`config.mk`:
```
export PLATFORM = sky130hd
export DESIGN_NAME = fetch_unit
export DESIGN_NICKNAME = d
export VERILOG_FILES = /design/src/rtl/fetch_pkg.sv /design/src/rtl/fetch_pc_reg.sv /design/src/rtl/fetch_unit.sv
export SDC_FILE = /design/constraint.sdc
export NUM_CORES = 1
export LEC_CHECK = 0
export ABC_CLOCK_PERIOD_IN_PS = 5710
export BUFFER_PORTS_ARGS = -buffer_cell sky130_fd_sc_hd__buf_2
export CAP_MARGIN = 5
export CORE_MARGIN = 5
export CORE_UTILIZATION = 51
export CTS_BUF_LIST = sky130_fd_sc_hd__clkbuf_4 sky130_fd_sc_hd__clkbuf_8
export DETAILED_ROUTE_END_ITERATION = 16
export PLACE_DENSITY_LB_ADDON = 0.15
export SYNTH_ARGS = -nofsm -noshare
export SYNTH_HDL_FRONTEND = slang
export SYNTH_SLANG_ARGS = --single-unit
```
`constraint.sdc`:
```
create_clock -name clk -period 5.71 [get_ports clk]
set_input_delay 0.2855 -clock clk [delete_from_list [all_inputs] [get_ports clk]]
set_output_delay 0.2855 -clock clk [all_outputs]
set_load 0.01 [all_outputs]
```
`src/rtl/fetch_pkg.sv`:
```
// Shared types and constants for the instruction-fetch stage.
// Default fetch widths, the FSM state encoding and the NOP word.
package fetch_pkg;

    localparam int FETCH_AW = 8;
    localparam int FETCH_DW = 32;

    localparam logic [31:0] NOP_WORD = 32'h0000_0000;

    typedef enum logic [1:0] {
        IDLE = 2'd0,
        RUN  = 2'd1,
        HALT = 2'd2
    } state_t;

endpackage

```
`src/rtl/fetch_pc_reg.sv`:
```
// Program-counter register: load has priority over increment.
// The increment wraps modulo 2^AW with no flag.
module fetch_pc_reg #(
    parameter int              AW       = 8,
    parameter logic [AW-1:0]   RESET_PC = '0
) (
    input  logic          clk,
    input  logic          rst_n,
    input  logic          load,
    input  logic [AW-1:0] load_addr,
    input  logic          inc,
    output logic [AW-1:0] pc
);

    always_ff @(posedge clk or negedge rst_n) begin
        if (!rst_n) begin
            pc <= RESET_PC;
        end else if (load) begin
            pc <= load_addr;
        end else if (inc) begin
            pc <= pc + 1'b1;
        end
    end

endmodule

```
`src/rtl/fetch_unit.sv`:
```
// Instruction-fetch stage: PC, run/halt FSM and IF/ID output register.
// Define FETCH_HALT_ON_ZERO_EN to treat a zero word as end-of-program.
module fetch_unit
    import fetch_pkg::*;
#(
    parameter int            AW       = FETCH_AW,
    parameter int            DW       = FETCH_DW,
    parameter logic [AW-1:0] RESET_PC = '0
) (
    input  logic          clk,
    input  logic          rst_n,
    input  logic          start,
    input  logic          halt,
    input  logic          redirect_valid,
    input  logic [AW-1:0] redirect_addr,
    output logic [AW-1:0] imem_addr,
    input  logic [DW-1:0] imem_rd,
    output logic          out_valid,
    input  logic          out_ready,
    output logic [DW-1:0] out_instr,
    output logic [AW-1:0] out_pc,
    output logic [1:0]    state_o
);

    state_t        state_q;
    state_t        state_d;
    logic [AW-1:0] pc;
    logic          can_load;
    logic          fetch;

    assign can_load  = !out_valid || out_ready;
    assign imem_addr = pc;
    assign state_o   = state_q;

    fetch_pc_reg #(
        .AW       (AW),
        .RESET_PC (RESET_PC)
    ) u_pc (
        .clk       (clk),
        .rst_n     (rst_n),
        .load      (redirect_valid),
        .load_addr (redirect_addr),
        .inc       (fetch),
        .pc        (pc)
    );

    always_ff @(posedge clk or negedge rst_n) begin
        if (!rst_n) begin
            state_q <= IDLE;
        end else begin
            state_q <= state_d;
        end
    end

    always_comb begin
        state_d = state_q;
        fetch   = 1'b0;
        case (state_q)
            IDLE, HALT: begin
                if (!redirect_valid && !halt && start) begin
                    state_d = RUN;
                end
            end
            RUN: begin
                if (!redirect_valid) begin
                    if (halt) begin
                        state_d = HALT;
                    end else if (can_load) begin
`ifdef FETCH_HALT_ON_ZERO_EN
                        // zero word stops here; PC stays on it
                        if (imem_rd == DW'(NOP_WORD)) begin
                            state_d = HALT;
                        end else begin
                            fetch = 1'b1;
                        end
`else
                        fetch = 1'b1;
`endif
                    end
                end
            end
            default: state_d = IDLE;
        endcase
    end

    always_ff @(posedge clk or negedge rst_n) begin
        if (!rst_n) begin
            out_valid <= 1'b0;
            out_instr <= '0;
            out_pc    <= '0;
        end else if (redirect_valid) begin
            out_valid <= 1'b0;
        end else if (fetch) begin
            out_valid <= 1'b1;
            out_instr <= imem_rd;
            out_pc    <= pc;
        end else if (out_ready) begin
            out_valid <= 1'b0;
        end
    end

endmodule

```
==> results <==
- The flow ran to the end, and the final reports show no timing, DRC or antenna violations.
- The tool flagged a number of max-cap violations equal to 0.
- Compared with the post-synthesis result, the final layout area differs by 30.23%.
- The number of antenna violations at the first check in global routing was 0.
- Counting the buffers created by CTS gives 5.
- No sink is reached through more buffers than the 2 on the longest clock path.
- The leakage power summed over all cells is 1.345 nW.
- VDD sags by at most 0.2742 mV.
- The core footprint is 3971 um^2.
- Summed over all layers, the routed wires come to 4.430 mm.
- From left edge to right edge, the die measures 73.90 um.
- Sequential cells were found to cover 61.30% of the synthesized design area.
- The clock-pin slew on the worst setup and hold paths is 0.09 ns.
- The count of flip-flops with a built-in enable after synthesis is 0.
- The gate count of the mapped netlist is 152.
- The total overflow reported by the global router is 0.
- The smallest clock period supported by the final layout is computed as 2.257 ns.
- The worst pin sits at a relative slew slack of 27.75%.
- For this configuration, the core starts out at a cell density of 52.43%.
- The root buffer cell is clkbuf_8.
- The class of the most critical hold timing path is in -> async.
- The maximum frequency from static timing analysis is 0.4430 GHz.
- The count of port buffers added during placement is 96.
- The number of nets in the finished design is 296.
- The number of placement rows is 23.
- After synthesis the netlist holds a flip-flop and latch count of 51.
- The share of the cycle needed by the critical path after routing is 39.54%.
- The final hold violation count was 0.
- The number of global-route vias before repair is 1481.
- The die covers 5460 um^2.
- The number of warning messages in the yosys log is 0.
- The data arrival time of the worst path is 2.45 ns.
- For the final database, setup skew stands at 0.003874 ns.
- The area share of the largest cell type after synthesis is 61.30%.
- Detailed routing inserted a total of 1527 vias.
- In this run the count of I/O pins placed on the die edge is 97.
- The prevailing post-synth register cell is dfrtp_1.
- The die height is 73.90 um.
- The TritonCTS clock tree is done.
- The last weighted congestion value of the routability-driven placer is 0.7907.
- In the routed design, unresolved DRC markers number 0.
- After synthesis, the most frequently instantiated cells are dfrtp_1 (51), mux2_2 (40), nand2_1 (12).
- Before antenna repair, the detailed router went through 4 iterations.
- The actual slew at the worst max-slew pin is 1.084 ns.
- In the post-synthesis netlist, the biggest area contributors are dfrtp_1 (61%), mux2_2 (22%), o21ai_0 (2.2%).
- 0 antenna diodes ended up in the layout.
- For this design the ratio of total power to cell area is 474.2 nW/um^2.
- In the final routed layout, each cell accounts on average for 14.82 um.
- The worst reg-to-reg path cell count is 4.
- The largest fanout of any net on the critical path is 40.
- The startpoint identified for the worst register-to-register timing path is state_o[1]$_DFFE_PN0P_.
- STA classifies the critical path endpoint as a flip-flop.
- The HPWL after detailed placement is 3.293 mm.
- Entering global routing, the biggest net connects 52 pins.
- The final worst setup slack is 3.453 ns.
- The worst setup path is launched from a flip-flop.
- The via density per instance is 5.107.
- The most area-hungry cell type in the Yosys netlist is dfrtp_1.
- Summed over all failing endpoints, the final setup total negative slack is 0 ns.
- In this run the critical register-to-register path is captured at out_instr[16]$_DFFE_PN0P_.
- The worst setup path is of the reg -> reg kind.
- The netlist uses 27 different library cells.
- The maximum level of the CTS H-tree is 2.
- The clock reaches the later pin of the worst-skew pair after 0.30 ns.
- Cells with a size suffix above 1 make up 58.23% of the layout.
- The iteration-0 DRC count of the detailed router is 80.
- After synthesis, the share of flip-flops with an asynchronous set or reset is 100.0%.
- Summing every instance area after synthesis gives 2082 um^2.
- Across all hold checks on the routed design, the worst slack comes to 0.1802 ns.
- The first-pass GRT wire length is 6.948 mm.
- The worst path required time is 5.90 ns.
- The count of nets left with antenna violations after detail routing is 0.
- After clock tree synthesis, the setup repair step added 0 buffers.
- Across every metal layer, demand over resource in global routing totals 17.04%.
- Buffers inserted to repair hold after CTS numbered 0.
- The number of max-slew violations in the final report is 0.
- The post-synthesis net count is 199.
- The most common cell in the synthesized netlist is dfrtp_1.
- The per-instance average area after synthesis is 13.70 um^2.
- In this run the register-to-register setup slack is 3.45 ns.
- The number of gates resized after CTS was 0.
- The number of sinks driven by the clock tree is 51.
- Setup violations remaining at the end of the flow were counted as 0.
- Prior to clock tree synthesis, the placed netlist has a worst setup slack of 3.432 ns.
- Setup repair after global routing left no endpoint under its margin.
==> state kept, by name, summed over array words and instances, names as in the netlist <==
register	flops
u_pc.pc	8
out_instr	32
out_pc	8
state_o	2
out_valid	1
==> per-stage QoR <==
| step | std cells | util (%) | area [um^2] | total power [W] |
|---|---|---|---|---|
| global route | 299 | 68.27 | 2711 | 0.001374 |
| floorplan | 152 | - | 2082 | 0.0008427 |
| finish | 299 | 68.27 | 2711 | 0.001286 |
| global placement | 292 | 65.60 | 2605 | 0.001047 |
| detailed placement | 292 | 65.60 | 2605 | 0.001062 |
| CTS | 299 | 68.27 | 2711 | 0.001306 |
==> power breakdown <==
group          internal (W)  total, W  leakage [nW]  switching [W]
registers          0.000514  0.000599         0.626      0.0000846
logic              0.000238  0.000448         0.669       0.000209
clock network      0.000128  0.000239        0.0502       0.000111
==> worst max-delay path: stages, from the launching register on <==
cell and delay (ns):
dfrtp_1 0.43, nor3b_1 0.26, nand2_1 0.19, nor2_4 0.84
mux2_2 0.42
==> worst max-delay path by stage <==
stage | end | startpoint | slack [ns] | depth (start not counted)
3_5_place_dp | out_instr[16]$_DFFE_PN0P_ | state_o[1]$_DFFE_PN0P_ | 3.43 | 4
5_1_grt | out_instr[16]$_DFFE_PN0P_ | state_o[0]$_DFFE_PN0P_ | 3.29 | 4
2_1_floorplan | u_pc.pc[7]$_DFFE_PN0P_ | state_o[1]$_DFFE_PN0P_ | 3.79 | 4
6_report | out_instr[16]$_DFFE_PN0P_ | state_o[1]$_DFFE_PN0P_ | 3.45 | 4
4_1_cts | out_instr[16]$_DFFE_PN0P_ | state_o[1]$_DFFE_PN0P_ | 3.42 | 4
3_3_place_gp | out_instr[23]$_DFFE_PN0P_ | state_o[1]$_DFFE_PN0P_ | 3.44 | 4
==> final cells by class <==
cell class | instances | area (um^2)
Clock buffer | 5 | 68.82
Clock inverter | 2 | 37.54
Fill cell | 315 | 1260
Inverter | 1 | 3.754
Multi-Input combinational cell | 94 | 782.0
Sequential cell | 51 | 1276
Tap cell | 50 | 62.56
Timing Repair Buffer | 96 | 480.5
==> metal layers <==
| metal | track usage [%] | vias up | share of wire (%) |
|---|---|---|---|
| met3 | 7.387 | 9 | 10 |
| met1 | 21.07 | 731 | 41 |
| met4 | 6.237 | 0 | 1.9 |
| li1 | - | 727 | - |
| met2 | 26.48 | 60 | 46 |
| met5 | 0 | - | 0 |
==> cell usage in the layout, fill, tap and decap left out <==
master	netlist	final
buf_2	4	96
dfrtp_1	51	51
mux2_2	40	40
nand2_1	12	12
o21ai_0	9	9
clkbuf_8	0	5
xnor2_1	3	3
nand3_1	3	3
xor2_1	3	3
nand2b_1	2	2
nor2b_1	2	2
nor4_1	2	2
or3_1	2	2
a21oi_1	2	2
nor2_1	3	2
nor3b_1	1	1
nor2_4	0	1
or2b_1	1	1
nand4b_1	1	1
or3b_4	1	1
nor4b_1	1	1
mux2i_1	1	1
inv_1	1	1
o31ai_1	1	1
or4_1	1	1
a31oi_1	1	1
a21o_1	1	1
ha_1	1	1
bufinv_16	0	1
clkinvlp_4	0	1
==> kinds of logic after synthesis <==
kind of cell / share of synthesized area, %
XOR/XNOR: 2.524
AND/OR/NAND/NOR: 8.293
AO/OA/AOI/OAI: 3.666
flip-flops: 61.30
adder cells (fa/ha/maj): 0.6009
buffers and inverters: 1.502
multiplexers: 22.12
Note: power is estimated with default switching activity, not from simulation.
